### src/rtl/tft_timing_pkg.sv
// Shared constants and types for the 800x480 RGB565 TFT raster path.
// Holds the default sync/porch geometry, the derived line and frame totals,
// the RGB565 pixel type and the idle value of the sync pipeline entry.
// The pixel-source stage imports the same constants so both ends agree
// on the visible window.
package tft_timing_pkg;

  localparam int H_SYNC_DEF  = 1;
  localparam int H_BACK_DEF  = 46;
  localparam int H_DISP_DEF  = 800;
  localparam int H_FRONT_DEF = 210;
  localparam int H_TOTAL     = H_SYNC_DEF + H_BACK_DEF + H_DISP_DEF + H_FRONT_DEF;

  localparam int V_SYNC_DEF  = 1;
  localparam int V_BACK_DEF  = 23;
  localparam int V_DISP_DEF  = 480;
  localparam int V_FRONT_DEF = 22;
  localparam int V_TOTAL     = V_SYNC_DEF + V_BACK_DEF + V_DISP_DEF + V_FRONT_DEF;

  localparam int PIX_LAT_DEF = 1;

  typedef logic [15:0] pixel_t;
  localparam pixel_t RGB_BLACK = 16'h0000;

  typedef struct packed {
    logic hs;
    logic vs;
    logic de;
    logic first;
  } sync_t;

  // Inactive panel levels: syncs deasserted (high), no data enable.
  localparam sync_t SYNC_IDLE = '{hs: 1'b1, vs: 1'b1, de: 1'b0, first: 1'b0};

endpackage

### src/rtl/tft_sync_pipe.sv
// Fixed-depth shift register carrying {hs, vs, de, first} so the panel
// control pins line up with pixel data returned by the pixel source.
// Ports:
//   i_clk, i_rst              clock, synchronous active-high reset
//   i_hs/i_vs/i_de/i_first    stage-0 controls from the counters
//   o_hs/o_vs/o_de/o_first    controls delayed by STAGES clocks
//   o_tap_de                  de delayed by TAP clocks (TAP = 0 is the input)
module tft_sync_pipe
  import tft_timing_pkg::*;
#(
  parameter int STAGES = 2,
  parameter int TAP    = 1
) (
  input  logic i_clk,
  input  logic i_rst,
  input  logic i_hs,
  input  logic i_vs,
  input  logic i_de,
  input  logic i_first,
  output logic o_hs,
  output logic o_vs,
  output logic o_de,
  output logic o_first,
  output logic o_tap_de
);

  sync_t r_sync_p [STAGES];

  always_ff @(posedge i_clk) begin
    if (i_rst) begin
      for (int i = 0; i < STAGES; i++) r_sync_p[i] <= SYNC_IDLE;
    end else begin
      r_sync_p[0] <= '{hs: i_hs, vs: i_vs, de: i_de, first: i_first};
      for (int i = 1; i < STAGES; i++) r_sync_p[i] <= r_sync_p[i-1];
    end
  end

  assign o_hs    = r_sync_p[STAGES-1].hs;
  assign o_vs    = r_sync_p[STAGES-1].vs;
  assign o_de    = r_sync_p[STAGES-1].de;
  assign o_first = r_sync_p[STAGES-1].first;

  // With zero pixel-source latency the data returns in the addressing
  // cycle itself, so the gate must come straight from the input.
  generate
    if (TAP == 0) begin : g_tap_in
      assign o_tap_de = i_de;
    end else begin : g_tap_reg
      assign o_tap_de = r_sync_p[TAP-1].de;
    end
  endgenerate

endmodule

### src/rtl/tft_timing_driver.sv
// Raster timing generator and panel output stage for the 800x480 RGB565
// TFT panel. Scans horizontal/vertical counters, issues the visible pixel
// coordinate to the pixel source, captures the returned pixel and drives
// hsync/vsync/de/RGB delayed to stay aligned with that pixel.
// Ports:
//   clk_33_3m     pixel clock
//   rst           synchronous active-high reset
//   x_pos, y_pos  visible pixel coordinate (0 outside the active area)
//   data_req      high while x_pos/y_pos address a visible pixel
//   display_data  RGB565 from the pixel source, PIX_LAT clocks after data_req
//   tft_hs/tft_vs active-low syncs
//   tft_de        active-high data enable
//   tft_rgb       RGB565 to the panel, black outside de
//   frame_start   one-clock pulse with the first de of each frame
module tft_timing_driver
  import tft_timing_pkg::*;
#(
  parameter int H_SYNC  = H_SYNC_DEF,
  parameter int H_BACK  = H_BACK_DEF,
  parameter int H_DISP  = H_DISP_DEF,
  parameter int H_FRONT = H_FRONT_DEF,
  parameter int V_SYNC  = V_SYNC_DEF,
  parameter int V_BACK  = V_BACK_DEF,
  parameter int V_DISP  = V_DISP_DEF,
  parameter int V_FRONT = V_FRONT_DEF,
  parameter int PIX_LAT = PIX_LAT_DEF
) (
  input  logic        clk_33_3m,
  input  logic        rst,
  output logic [10:0] x_pos,
  output logic [10:0] y_pos,
  output logic        data_req,
  input  logic [15:0] display_data,
  output logic        tft_hs,
  output logic        tft_vs,
  output logic        tft_de,
  output logic [15:0] tft_rgb,
  output logic        frame_start
);

  localparam logic [10:0] H_LAST     = 11'(H_SYNC + H_BACK + H_DISP + H_FRONT - 1);
  localparam logic [10:0] H_ACT_BEG  = 11'(H_SYNC + H_BACK);
  localparam logic [10:0] H_ACT_END  = 11'(H_SYNC + H_BACK + H_DISP);
  localparam logic [10:0] H_SYNC_END = 11'(H_SYNC);
  localparam logic [9:0]  V_LAST     = 10'(V_SYNC + V_BACK + V_DISP + V_FRONT - 1);
  localparam logic [9:0]  V_ACT_BEG  = 10'(V_SYNC + V_BACK);
  localparam logic [9:0]  V_ACT_END  = 10'(V_SYNC + V_BACK + V_DISP);
  localparam logic [9:0]  V_SYNC_END = 10'(V_SYNC);

  logic [10:0] r_h_cnt;
  logic [9:0]  r_v_cnt;
  logic [10:0] r_x_pos;
  logic [10:0] r_y_pos;
  logic        r_data_req;
  pixel_t      r_rgb;

  logic        w_h_last;
  logic [10:0] w_h_nxt;
  logic [9:0]  w_v_nxt;
  logic        w_act_nxt;
  logic        w_hs_p0;
  logic        w_vs_p0;
  logic        w_de_p0;
  logic        w_first_p0;
  logic        w_tap_de;

  // Counter-next logic; coordinates are registered from the next values so
  // they are valid in the same cycle as the counters they describe.
  assign w_h_last  = (r_h_cnt == H_LAST);
  assign w_h_nxt   = w_h_last ? 11'd0 : r_h_cnt + 11'd1;
  assign w_v_nxt   = !w_h_last ? r_v_cnt :
                     (r_v_cnt == V_LAST) ? 10'd0 : r_v_cnt + 10'd1;
  assign w_act_nxt = (w_h_nxt >= H_ACT_BEG) && (w_h_nxt < H_ACT_END) &&
                     (w_v_nxt >= V_ACT_BEG) && (w_v_nxt < V_ACT_END);

  always_ff @(posedge clk_33_3m) begin
    if (rst) begin
      r_h_cnt    <= '0;
      r_v_cnt    <= '0;
      r_x_pos    <= '0;
      r_y_pos    <= '0;
      r_data_req <= 1'b0;
    end else begin
      r_h_cnt    <= w_h_nxt;
      r_v_cnt    <= w_v_nxt;
      r_data_req <= w_act_nxt;
      r_x_pos    <= w_act_nxt ? (w_h_nxt - H_ACT_BEG) : 11'd0;
      r_y_pos    <= w_act_nxt ? {1'b0, w_v_nxt - V_ACT_BEG} : 11'd0;
    end
  end

  assign x_pos    = r_x_pos;
  assign y_pos    = r_y_pos;
  assign data_req = r_data_req;

  // Stage 0: controls for the pixel currently being addressed
  assign w_hs_p0    = (r_h_cnt >= H_SYNC_END);
  assign w_vs_p0    = (r_v_cnt >= V_SYNC_END);
  assign w_de_p0    = r_data_req;
  assign w_first_p0 = r_data_req && (r_x_pos == 11'd0) && (r_y_pos == 11'd0);

  // Stages 1..PIX_LAT+1: delay controls to match the pixel-source return
  tft_sync_pipe #(
    .STAGES (PIX_LAT + 1),
    .TAP    (PIX_LAT)
  ) u_sync_pipe (
    .i_clk    (clk_33_3m),
    .i_rst    (rst),
    .i_hs     (w_hs_p0),
    .i_vs     (w_vs_p0),
    .i_de     (w_de_p0),
    .i_first  (w_first_p0),
    .o_hs     (tft_hs),
    .o_vs     (tft_vs),
    .o_de     (tft_de),
    .o_first  (frame_start),
    .o_tap_de (w_tap_de)
  );

  // Final stage: capture returned pixel; blank anything outside de so stale
  // source data never reaches the panel.
  always_ff @(posedge clk_33_3m) begin
    if (rst) begin
      r_rgb <= RGB_BLACK;
    end else begin
      r_rgb <= w_tap_de ? display_data : RGB_BLACK;
    end
  end

  assign tft_rgb = r_rgb;

endmodule

### config.mk
export PLATFORM = sky130hd
export DESIGN_NAME = tft_timing_driver
export DESIGN_NICKNAME = d
export VERILOG_FILES = /design/src/rtl/tft_timing_pkg.sv /design/src/rtl/tft_sync_pipe.sv /design/src/rtl/tft_timing_driver.sv
export SDC_FILE = /design/constraint.sdc
export NUM_CORES = 1
export LEC_CHECK = 0
export CAP_MARGIN = 20
export CORE_UTILIZATION = 45
export CTS_CLUSTER_DIAMETER = 60
export CTS_CLUSTER_SIZE = 8
export DETAILED_ROUTE_END_ITERATION = 8
export PLACE_DENSITY = 0.77
export REMOVE_ABC_BUFFERS = 1
export SYNTH_ARGS = -nofsm -noshare
export SYNTH_HDL_FRONTEND = slang
export SYNTH_SLANG_ARGS = --single-unit
### constraint.sdc
create_clock -name clk_33_3m -period 4.3 [get_ports clk_33_3m]
set_clock_uncertainty 0.2 [all_clocks]
set_input_delay 0.645 -clock clk_33_3m [delete_from_list [all_inputs] [get_ports clk_33_3m]]
set_output_delay 0.645 -clock clk_33_3m [all_outputs]
set_load 0.01 [all_outputs]
Yosys cells after proc, flatten, opt, wreduce, memory -nomap -nowiden
Memory sizes are Yosys's and may differ from the RTL's.
Index checks and enable logic that the tools add are counted.
{ "word_totals": {"mem_count": 1, "ff_bits": 60, "output_inout_bits": 43, "in_bits": 18, "ram_bits": 8, "word_cells": 41} }
{ "classes": {"n_bitwise": 4, "n_eq_ne": 2, "n_lt_le_gt_ge": 6, "addsub": 4, "reduce_logical": 9, "muxes": 8} }
{ "memory_table": {"columns": ["memory", "depth", "word_bits", "read_ports", "rd_clocked_by_memory_dff", "wr", "line_no", "text"], "rows": [
  ["u_sync_pipe.r_sync_p", 2, 4, 2, 0, 2, "tft_sync_pipe.sv:27", "sync_t r_sync_p [STAGES];"]
]} }
{ "op_table": {"columns": ["cell", "n"], "rows": [
  ["$logic_not 11->1", 2],
  ["$mux 10", 2],
  ["$add 11x1->11 const B", 1],
  ["$eq 11x11->1 const B", 1],
  ["$ge 11x1->1 const B", 1],
  ["$ge 11x6->1 const B", 1],
  ["$lt 11x10->1 const B", 1],
  ["$mux 11", 1],
  ["$sub 11x6->11 const B", 1],
  ["$add 10x1->10 const B", 1],
  ["$eq 10x10->1 const B", 1],
  ["$ge 10x1->1 const B", 1],
  ["$ge 10x5->1 const B", 1],
  ["$lt 10x9->1 const B", 1],
  ["$sub 10x5->10 const B", 1],
  ["$mux 4", 2],
  ["$logic_and 1x1->1", 5],
  ["$reduce_or 2->1", 2],
  ["$mux 1", 3],
  ["$not 1->1", 2],
  ["$or 1x1->1", 2]
]} }

Logic depth before layout (Yosys ltp)
Gate-level depths: netlist (run 1).
{ "logic_depth": {"ltp_word": 8, "mapped_depth": 14, "depth_no_buf": 11} }

Hierarchy
Synthesis (run 1) repeated with hierarchy kept, for this count alone.
{ "hier_totals": {"hier_cells": 345, "hier_area_um2": 3174.3} }
{ "by_module_without_submodules": {"columns": ["module", "area_each_um2", "n_inst", "seq_area_each_um2", "cells_each"], "rows": [
  ["tft_timing_driver", 2964.1, 1, 1181.1, 329],
  ["tft_sync_pipe", 210.2, 1, 160.2, 16]
]} }

Worst setup path after synthesis (run 1)
No wires, ideal clock.
{ "synth_path": {"path_kind": "reg2reg", "start": "register r_h_cnt[9]", "end": "register r_y_pos[8], in the netlist y_pos[8]", "arrival_ns": 2.920, "t_required_ns": 4.021, "setup_slack_ns": 1.100, "setup_time_ns": 0.079, "n_path_buf": 1, "stages_incl_launch_ff": 11, "period_less_slack_ns": 3.200, "cell_sequence": "dfxtp_1 -> or4_4 -> buf_6 -> nor3_2 -> nand2_1 -> o31ai_1 -> ha_1 -> inv_1 -> a211oi_4 -> or4b_1 -> a211oi_2"} }
{ "synth_via": {"elab_cells_between_ends": 14, "cone_classes": "add/sub (2); order compare (4); eq/ne (1); mux (2); bitwise (1); reduce/logical (4)"} }
{ "synth_lines": {"columns": ["element", "line_no", "text"], "rows": [
  ["from (decl)", "tft_timing_driver.sv:50", "logic [10:0] r_h_cnt;"],
  ["from (signal assigned)", "tft_timing_driver.sv:84", "r_h_cnt <= w_h_nxt;"],
  ["$eq 11x11->1 (*)", "tft_timing_driver.sv:69", "assign w_h_last = (r_h_cnt == H_LAST);"],
  ["$mux 10 (*)", "tft_timing_driver.sv:71", "assign w_v_nxt = !w_h_last ? r_v_cnt :"],
  ["net w_v_nxt[4]", "tft_timing_driver.sv:59", "logic [9:0] w_v_nxt;"],
  ["$ge 10x5->1", "tft_timing_driver.sv:74", "(w_v_nxt >= V_ACT_BEG) && (w_v_nxt < V_ACT_END);"],
  ["$logic_and 1x1->1", "tft_timing_driver.sv:73", "assign w_act_nxt = (w_h_nxt >= H_ACT_BEG) && (w_h_nxt < H_ACT_END) &&"],
  ["$logic_and 1x1->1", "tft_timing_driver.sv:74", null],
  ["$not 1->1 (no line)", null, null],
  ["$reduce_or 2->1 (no line)", null, null],
  ["to (signal assigned)", "tft_timing_driver.sv:88", "r_y_pos <= w_act_nxt ? {1'b0, w_v_nxt - V_ACT_BEG} : 11'd0;"],
  ["to (decl)", "tft_timing_driver.sv:53", "logic [10:0] r_y_pos;"]
]} }
Mark *: on every way through the listed nets, which the timed path passes. The rest lies on a longest branch.
A chain may end at the register's enable or synchronous reset.

Worst setup path after layout (run 1)
{ "layout_path": {"start": "register r_h_cnt[2]", "end": "register r_y_pos[6], in the netlist y_pos[6]"} }
The elaborated chain is that of the path after synthesis.

==> metrics.md, run 1 <==
| Metric | Value |
|---|---|
| Status | complete, no violations |
| Comb power frac | 4.6% |
| Flip-flop and latch area | around 1300 sq um |
| Clock Sinks | 67 |
| DR DRC count | 0 |
| Clk slew on worst S/H paths | 0.08 ns |
| Post-DR vias/cell | 5.49 |
| Iteration-0 DRC Markers | 199 |
| CP required | 4.33 ns |
| Die area | about 7300 sq um |
| Syn avg cell area | between 9 and 10 sq um |
| Pwr Density | ~320 nW/um^2 |
| Mapped Cells | 346 |
| Post-route cell area | a little under 4000 sq um |
| Core ar. | 6760 sq um |
| Flop pwr share | 49.5% |
| Worst Path Buf+Inv | 2 |
| Clock Power Share | 45.9% |
| Sequential element share of the synthesized area | around 43% |
| Global-route wire length before repair | 11.7 mm |
| Final setup TNS | 0 ns |
| Final Non-Filler Cells | 481 |
| Sw frac | between 20 and 25% |
| Final Hold Fails | 0 |
| Number of diodes | 0 |
| Layout overhead on the synthesized area | 26.1% |
| Gr usage total | 20.5% |
| Largest net degree at the start of global routing | 23 |
| Gpl congestion | 0.995 |
| DR WL/cell | 14.9 microns |
| Io pins | 61 |
| HP Class | reg2reg |
| CTS Hold Bufs | 0 |
| Main flop type after synthesis | dfxtp_1 |
| Final net count | 422 |
| Internal | 997 uW |
| P_sw | 282 uW |
| Synth Warn # | 0 |
| Critical path peak fanout | 19 |
| Netlist cell types | 61 |
| Final min period | 3.58 ns |
| Critical Path AT | between 3 and 4 ns |
| Starting density of the core | between 40 and 50% |
| CTS root buf | clkbuf_8 |
| Ys async rst share | 0% |
| Clk buf depth | 2 |
| WL final | 7.16 mm |
| Cell Area, Synth | 3130 sq um |
| Antenna violations before repair | 0 |
| Fill cell count | between 500 and 600 |
| Most frequent cells in the layout | dfxtp_1, clkdlybuf4s50_1, nor2_1, nor3_1, xnor2_1 |
| Number of synthesized flops with an enable pin | 0 |
| Area occupied by multi-input gates | between 1500 and 2000 sq um |
| Via count | 2639 |
| PortBufs | 59 |
| Most common cell after layout, fill and taps aside | dfxtp_1 |
| Detailed placer's ending HPWL | 5.17 mm |
| Layout cell share with drive strength beyond 1 | 9.48% |
| Row count | 30 |
| Critical Path Start Type | flop |
| CTS Buf Count | 9 |
| Number of placed cells counting well taps | 465 |
| Actual slew at the worst max-slew pin | 1.05 ns |
| Cell Chain, Critical Path | or4_4 > nor3_2 > nand2_1 > o31ai_1 > ha_1 > inv_1 > a211oi_4 > o32ai_4 > buf_4 > nor4_1 |
| Die width | 85.5 microns |
| Unrepaired setup endpoints after global routing | false |
| Slew Limit Fails | 0 |
| DRT antenna net count | 0 |
| Pre-antenna DRT Iters | 5 |
| CP delay by family, top | simple AND/OR/NAND/NOR gates |
| CP Class | reg2reg |
| Placed cell area | 3730 sq um |
| CTS tree | built |
| Post-CTS sizing | 0 |
| Max Cap Viol | 0 |
| Vias in the first global route | about 2400 |
| Worst vdd ir | approximately 0.00014 V |
| Seq cells post-synth | 67 |
| Fmax | 279 MHz |
| Final worst path period share | 83.3% |
| Normalized max-slew margin | 28.3% |
| Later-pin clock latency in the skew report | 0.34 ns |
| Overflow left after global routing | 0 |
| Lkg Pwr | between 0.001 and 0.0015 uW |
| Slowest stage delay, CP | 0.57 ns |
| Worst path slowest cell | or4_4 |
| Htree depth | 3 |
| Die span in y | 85.5 microns |
| Final setup viols | 0 |
| Crit end category | flop |
| Post-CTS Setup Inserts | 0 |
| Register-to-Register Setup Slack | 0.72 ns |
## cell type report
type | instances | share of cell area, %
Inverter | 9 | 0.855
Clock inverter | 6 | 2.25
Clock buffer | 10 | 3.48
Timing Repair Buffer | 62 | 15.5
Multi-Input combinational cell | 247 | 41.4
Sequential cell | 67 | 33.9
Tap cell | 80 | 2.53
## cell families (layout without fill, tap and decap cells)
family,count (synthesis),in the layout,synth area share (%)
and+or+nand+nor,167,167,30.7
xor gates and xnor gates,23,23,6.43
other,1,1,0.120
adders and majority gates,8,8,3.19
AOI/OAI and AO/OA,48,48,11.9
DFF,67,67,42.8
buffers and inverters,32,87,4.95
## power groups by stage
stage | Sequential [uW] | Combinational [uW] | Clock [uW]
after CTS | 632 | 58.4 | 597
after global placement | 647 | 57.7 | 0
after global routing | 634 | 64.0 | 629
after floorplan | 646 | 28.4 | 0
final | 633 | 58.4 | 587
after detailed placement | 647 | 57.6 | 0
## state kept, by name, summed over array words and instances (netlist names)
name / flops
tft_rgb: 16
x_pos: 11
r_v_cnt: 10
r_h_cnt: 11
u_sync_pipe.r_sync_p: 8
y_pos: 10
data_req: 1
## worst paths after layout
check	cells past startpoint	start	to
worst max-delay path	10	r_h_cnt[2]	y_pos[6]
worst min-delay path	1	u_sync_pipe.r_sync_p[0][3]	u_sync_pipe.r_sync_p[0][7]
worst max register to register	10	r_h_cnt[2]	y_pos[6]
worst min register to register	1	u_sync_pipe.r_sync_p[0][3]	u_sync_pipe.r_sync_p[0][7]
## Yosys cell counts (3+ instances only)
library cell	number	area (sq um)
nor3_2	10	100
nor2_1	35	131
buf_2	4	20.0
a21oi_1	6	30.0
nor3_1	20	100
o21ai_0	14	70.1
inv_1	9	33.8
nor4_1	13	81.3
nand4_1	10	62.6
nand3_1	14	70.1
clkbuf_1	15	56.3
nor2b_1	8	50.1
xor2_1	6	52.6
a2111oi_0	3	26.3
xnor2_1	17	149
nand2_1	15	56.3
and2_1	16	100
nand4b_1	3	26.3
dfxtp_1	67	1340
or3_1	4	25.0
ha_1	8	100
## per-layer routing
| layer | vias to the layer above | track usage (%) | share of wire, % |
|---|---|---|---|
| met1 | 1192 | 27.4 | 46 |
| met3 | 10 | 5.16 | 7.8 |
| met2 | 113 | 31.8 | 45 |
| met5 | - | 0 | 0 |
| met4 | 0 | 8.03 | 1.3 |
| li1 | 1324 | - | - |
## metrics by stage
step                utilization, %  power [uW]  hold slack [ns]  worst slack, ns
floorplan                        -         674            0.189             1.01
global placement              55.1         704            0.194            0.973
detailed placement            55.1         704            0.198            0.800
CTS                           58.5        1290            0.207            0.778
global route                  58.5        1330            0.221            0.460
finish                        58.5        1280            0.214            0.718
No activity file was read; power rests on OpenSTA's default activity.
==> inputs of run 2 (changes only) <==
Settings changed: PLACE_DENSITY 0.77 to 0.8.
Clock period 4.3 ns to 3.2 ns, I/O delays scaled along.
==> metrics.md, run 2 (synthesis results as in run 1) <==
| Metric | Value |
|---|---|
| Slowest stage delay, CP | ~0.59 ns |
| Detailed placer's ending HPWL | 5.84 mm |
| Core ar. | 6760 sq um |
| Die width | 85.5 microns |
| Pre-antenna DRT Iters | 6 |
| Flop pwr share | 51.9% |
| Slew Limit Fails | 0 |
| PortBufs | 59 |
| HP Class | reg2reg |
| Gr usage total | ~22% |
| Final setup viols | 0 |
| Post-DR vias/cell | around 5.6 |
| DRT antenna net count | 0 |
| Overflow left after global routing | 0 |
| Row count | 30 |
| CTS root buf | clkbuf_8 |
| Iteration-0 DRC Markers | around 260 |
| Number of diodes | 0 |
| Final setup TNS | 0 ns |
| Largest register FFs | 16 |
| DR DRC count | 0 |
| Comb power frac | under 10% |
| Actual slew at the worst max-slew pin | between 0.8 and 0.9 ns |
| CTS tree | built |
| CP required | roughly 3.3 ns |
| Fill cell count | ~540 |
| P_sw | 382 uW |
| Final net count | roughly 450 |
| CP Class | reg2reg |
| Lkg Pwr | 0.00148 uW |
| Number of placed cells counting well taps | 488 |
| Layout overhead on the synthesized area | 32.9% |
| Global-route wire length before repair | 12.8 mm |
| Later-pin clock latency in the skew report | ~0.34 ns |
| Max Cap Viol | 0 |
| Via count | 2814 |
| Clock Power Share | 42.1% |
| Pwr Density | between 300 and 400 nW/um^2 |
| Final worst path period share | a little over nine tenths |
| Worst path slowest cell | or4_4 |
| Gpl congestion | ~0.95 |
| Final Hold Fails | 0 |
| Critical Path Start Type | flop |
| Worst vdd ir | 0.000191 V |
| Most frequent cells in the layout | dfxtp_1, clkdlybuf4s50_1, nor2_1, buf_4, nor3_1 |
| Antenna violations before repair | 0 |
| Largest net degree at the start of global routing | 23 |
| Final min period | 3.11 ns |
| Vias in the first global route | 2592 |
| Total Power | 1630 uW |
| Htree depth | 3 |
| DR WL/cell | between 15 and 20 microns |
| Crit end category | flop |
| Sw frac | approximately a quarter |
| Clk buf depth | 2 |
| Internal | 1250 uW |
| Cell Chain, Critical Path | or4_4 > or3_4 > a221o_1 > a211oi_4 > or4b_1 > a211oi_2 |
| Die area | 7300 sq um |
| Clock Sinks | between 60 and 70 |
| Starting density of the core | 46.4% |
| Final Non-Filler Cells | 505 |
| Critical path peak fanout | 10 |
| Layout cell share with drive strength beyond 1 | 16.5% |
| Clk slew on worst S/H paths | 0.08 ns |
| Fmax | 322 MHz |
| WL final | 7.84 mm |
| Status | complete, no violations |
| CTS Buf Count | 9 |
| Normalized max-slew margin | about 46% |
| Most common cell after layout, fill and taps aside | dfxtp_1 |
| Die span in y | about 85 microns |
| Critical Path AT | ~3.2 ns |
| Io pins | 61 |
==> run 2: changes by cell type in the layout (fill, tap and decap cells not counted), moves of 2 or more <==
cell | previous run | this run
buf_12 | 0 | 2
ha_1 | 8 | 6
dfxtp_2 | 0 | 2
dfxtp_1 | 67 | 65
ha_2 | 0 | 2
buf_4 | 3 | 26
==> run 2: layout make-up <==
cell class                      instances  area, sq um  share of cell area [%]
Clock buffer                            9          124                    2.97
Clock inverter                          6         67.6                    1.62
Inverter                                9         33.8                   0.811
Multi-Input combinational cell        247         1670                    40.1
Sequential cell                        67         1340                    32.3
Tap cell                               80          100                    2.40
Timing Repair Buffer                   87          826                    19.8
==> run 2: critical path: cells and delay by family (launching register included) <==
kind / cells / cell delay (ns)
simple gates: 3 / 1.55
compound gates: 3 / 0.92
flops: 1 / 0.36
==> run 2: what timing repair did <==
item | 4_1_cts | 5_1_grt
setup endpoints to repair | 1 | 19
hold buffers | 0 | 0
resized for setup | 1 | 8
setup buffers | 0 | 2
gates cloned | 0 | 0
pin swaps | 0 | 6
==> run 2: worst paths after layout <==
path | start | to | slack (ns) | cells past startpoint
min | u_sync_pipe.r_sync_p[0][2] | u_sync_pipe.r_sync_p[0][6] | 0.22 | 1
min reg2reg | u_sync_pipe.r_sync_p[0][2] | u_sync_pipe.r_sync_p[0][6] | 0.22 | 1
max | r_h_cnt[4] | y_pos[8] | 0.09 | 6
max reg2reg | r_h_cnt[4] | y_pos[8] | 0.09 | 6
==> run 2: power groups by stage <==
stage | Sequential (uW) | Combinational [uW] | Clock (uW)
2_1_floorplan | 867 | 38.2 | 0
3_3_place_gp | 864 | 91.2 | 0
3_5_place_dp | 864 | 92.7 | 0
4_1_cts | 845 | 93.8 | 698
5_1_grt | 846 | 107 | 737
6_report | 845 | 97.8 | 685
==> run 2: per-stage QoR <==
| stage | instance area, sq um | setup slack (ns) | util (%) | hold WS, ns |
|---|---|---|---|---|
| floorplan | 3010 | -0.0877 | - | 0.189 |
| global placement | 3920 | 0.138 | 58.1 | 0.194 |
| detailed placement | 3920 | 0.00303 | 58.1 | 0.199 |
| CTS | 4120 | 0.00969 | 61.0 | 0.219 |
| global route | 4160 | -0.0229 | 61.6 | 0.244 |
| finish | 4160 | 0.0926 | 61.6 | 0.215 |
==> run 2: per-layer routing <==
layer	vias up	share of wire, %	GRT usage [%]
li1	1382	-	-
met1	1297	44	29.6
met2	124	48	36.8
met3	11	6.3	5.16
met4	0	1.5	6.36
met5	-	0	0
==> inputs of run 3 (changes only) <==
Settings changed: PLACE_DENSITY 0.8 to 0.77, SLEW_MARGIN from default to 20.
Clock period 3.2 ns to 3.9 ns, I/O delays scaled along.
==> metrics.md, run 3 (synthesis results as in run 1) <==
| Metric | Value |
|---|---|
| Worst vdd ir | 0.000197 V |
| Crit end category | flop |
| Actual slew at the worst max-slew pin | 0.909 ns |
| CTS Buf Count | 9 |
| Unrepaired setup endpoints after global routing | false |
| Pwr Density | 350 nW/um^2 |
| CP Class | reg2reg |
| Die span in y | 85.5 microns |
| Detailed placer's ending HPWL | 5.51 mm |
| Via count | 2753 |
| WL final | ~7.5 mm |
| Post-route worst setup slack | 0.349 ns |
| CP required | 3.88 ns |
| Post-CTS Setup Inserts | 0 |
| Largest register FFs | 16 |
| Final setup TNS | 0 ns |
| Starting density of the core | 46.4% |
| Reg2Reg Launch Point | r_h_cnt[2] |
| Fill cell count | 592 |
| Later-pin clock latency in the skew report | between 0.3 and 0.4 ns |
| Final Hold Fails | 0 |
| Final net count | 427 |
| Setup crit start | r_h_cnt[2] |
| Core ar. | 6760 sq um |
| Io pins | 61 |
| Flip-flop and latch area | between 1000 and 1500 sq um |
| Die area | roughly 7300 sq um |
| Die width | 85.5 microns |
| Iteration-0 DRC Markers | 184 |
| HP Class | reg2reg |
| Layout overhead on the synthesized area | 26.9% |
| Critical path peak fanout | 19 |
| Number of diodes | 0 |
| Clock Sinks | 67 |
| Gr usage total | 22.1% |
| Flop pwr share | 49.7% |
| Status | complete, no violations |
| Clk buf depth | 2 |
| Final worst path period share | 91.0% |
| DR WL/cell | 15.5 microns |
| Area occupied by multi-input gates | 1640 sq um |
| Largest net degree at the start of global routing | 23 |
| Slew Limit Fails | 0 |
| CTS Hold Bufs | 0 |
| Vias in the first global route | 2573 |
| Worst hold start | u_sync_pipe.r_sync_p[0][3] |
| Post-DR vias/cell | 5.68 |
| CTS root buf | clkbuf_8 |
| Max Cap Viol | 0 |
| Critical Path AT | 3.54 ns |
| Layout cell share with drive strength beyond 1 | 10.4% |
| Post-CTS sizing | 0 |
| Final setup viols | 0 |
| Most common cell after layout, fill and taps aside | dfxtp_1 |
| DR DRC count | 0 |
| Antenna violations before repair | 0 |
| Clock Power Share | between 40% and 50% |
| Gpl congestion | 0.945 |
| Dpl ws | 0.368 ns |
| Internal | 1080 uW |
| Global-route wire length before repair | 12.5 mm |
| Htree depth | 3 |
| Most frequent cells in the layout | dfxtp_1, clkdlybuf4s50_1, nor2_1, nor3_1, xnor2_1 |
| DRT antenna net count | 0 |
| CTS tree | built |
| Pre-antenna DRT Iters | 8 |
| Final min period | 3.55 ns |
| Clk slew on worst S/H paths | 0.07 ns |
| Comb power frac | 5.4% |
| Critical Path Start Type | flop |
| Lkg Pwr | about 0.0014 uW |
| Overflow left after global routing | 0 |
| Sw frac | 22.4% |
| PortBufs | 59 |
| Normalized max-slew margin | 39.4% |
| P_sw | around 310 uW |
| Row count | 30 |
| Fmax | 282 MHz |
run 3: cell types whose count changed in the layout (fill, tap and decap cells not counted), sizes merged:
cell      delta
bufinv       +1
clkinvlp     +1
clkinv       -2
buf         -20
run 3: area by class of cell:
class | count | share of cell area (%)
Timing Repair Buffer | 67 | 16.4
Multi-Input combinational cell | 247 | 41.2
Clock buffer | 9 | 3.11
Sequential cell | 67 | 33.7
Inverter | 9 | 0.849
Clock inverter | 6 | 2.30
Tap cell | 80 | 2.52
run 3: critical path, cell delays in order, from the launching register on:
cell and delay (ns):
dfxtp_1 0.42, or4_4 0.58, nor3_2 0.38, o21ai_0 0.16, a22o_1 0.29, ha_1 0.24, inv_1 0.12, a211oi_4 0.07
o32ai_4 0.80, nor3_1 0.12
run 3: final timing paths:
check,end,slack [ns],cells past startpoint
worst min-delay path,u_sync_pipe.r_sync_p[0][7],0.23,1
worst max register to register,x_pos[8],0.35,9
worst min register to register,u_sync_pipe.r_sync_p[0][7],0.23,1
worst max-delay path,x_pos[8],0.35,9
run 3: power groups by stage:
stage / sequential (uW) / combinational (uW) / clock [uW]
floorplan: 712 / 31.3 / 0
global placement: 708 / 73.7 / 0
detailed placement: 708 / 74.2 / 0
CTS: 693 / 74.7 / 637
global route: 693 / 81.4 / 674
finish: 693 / 74.7 / 626
run 3: per-stage QoR:
| step | cells | cell area, sq um | power [uW] | utilization [%] | hold slack [ns] |
|---|---|---|---|---|---|
| 4_1_cts | 485 | 3980 | 1400 | 58.9 | 0.223 |
| 5_1_grt | 485 | 3980 | 1450 | 58.9 | 0.243 |
| 2_1_floorplan | 323 | 3010 | 743 | - | 0.189 |
| 6_report | 485 | 3980 | 1390 | 58.9 | 0.225 |
| 3_5_place_dp | 470 | 3760 | 783 | 55.7 | 0.197 |
| 3_3_place_gp | 470 | 3760 | 782 | 55.7 | 0.196 |
run 3: metal layers:
metal | vias to the layer above | share of wire, % | track usage [%]
met5 | - | 0 | 0
met4 | 0 | 2.6 | 11.1
met2 | 126 | 47 | 35.2
li1 | 1341 | - | -
met1 | 1270 | 43 | 26.6
met3 | 16 | 7.6 | 7.30
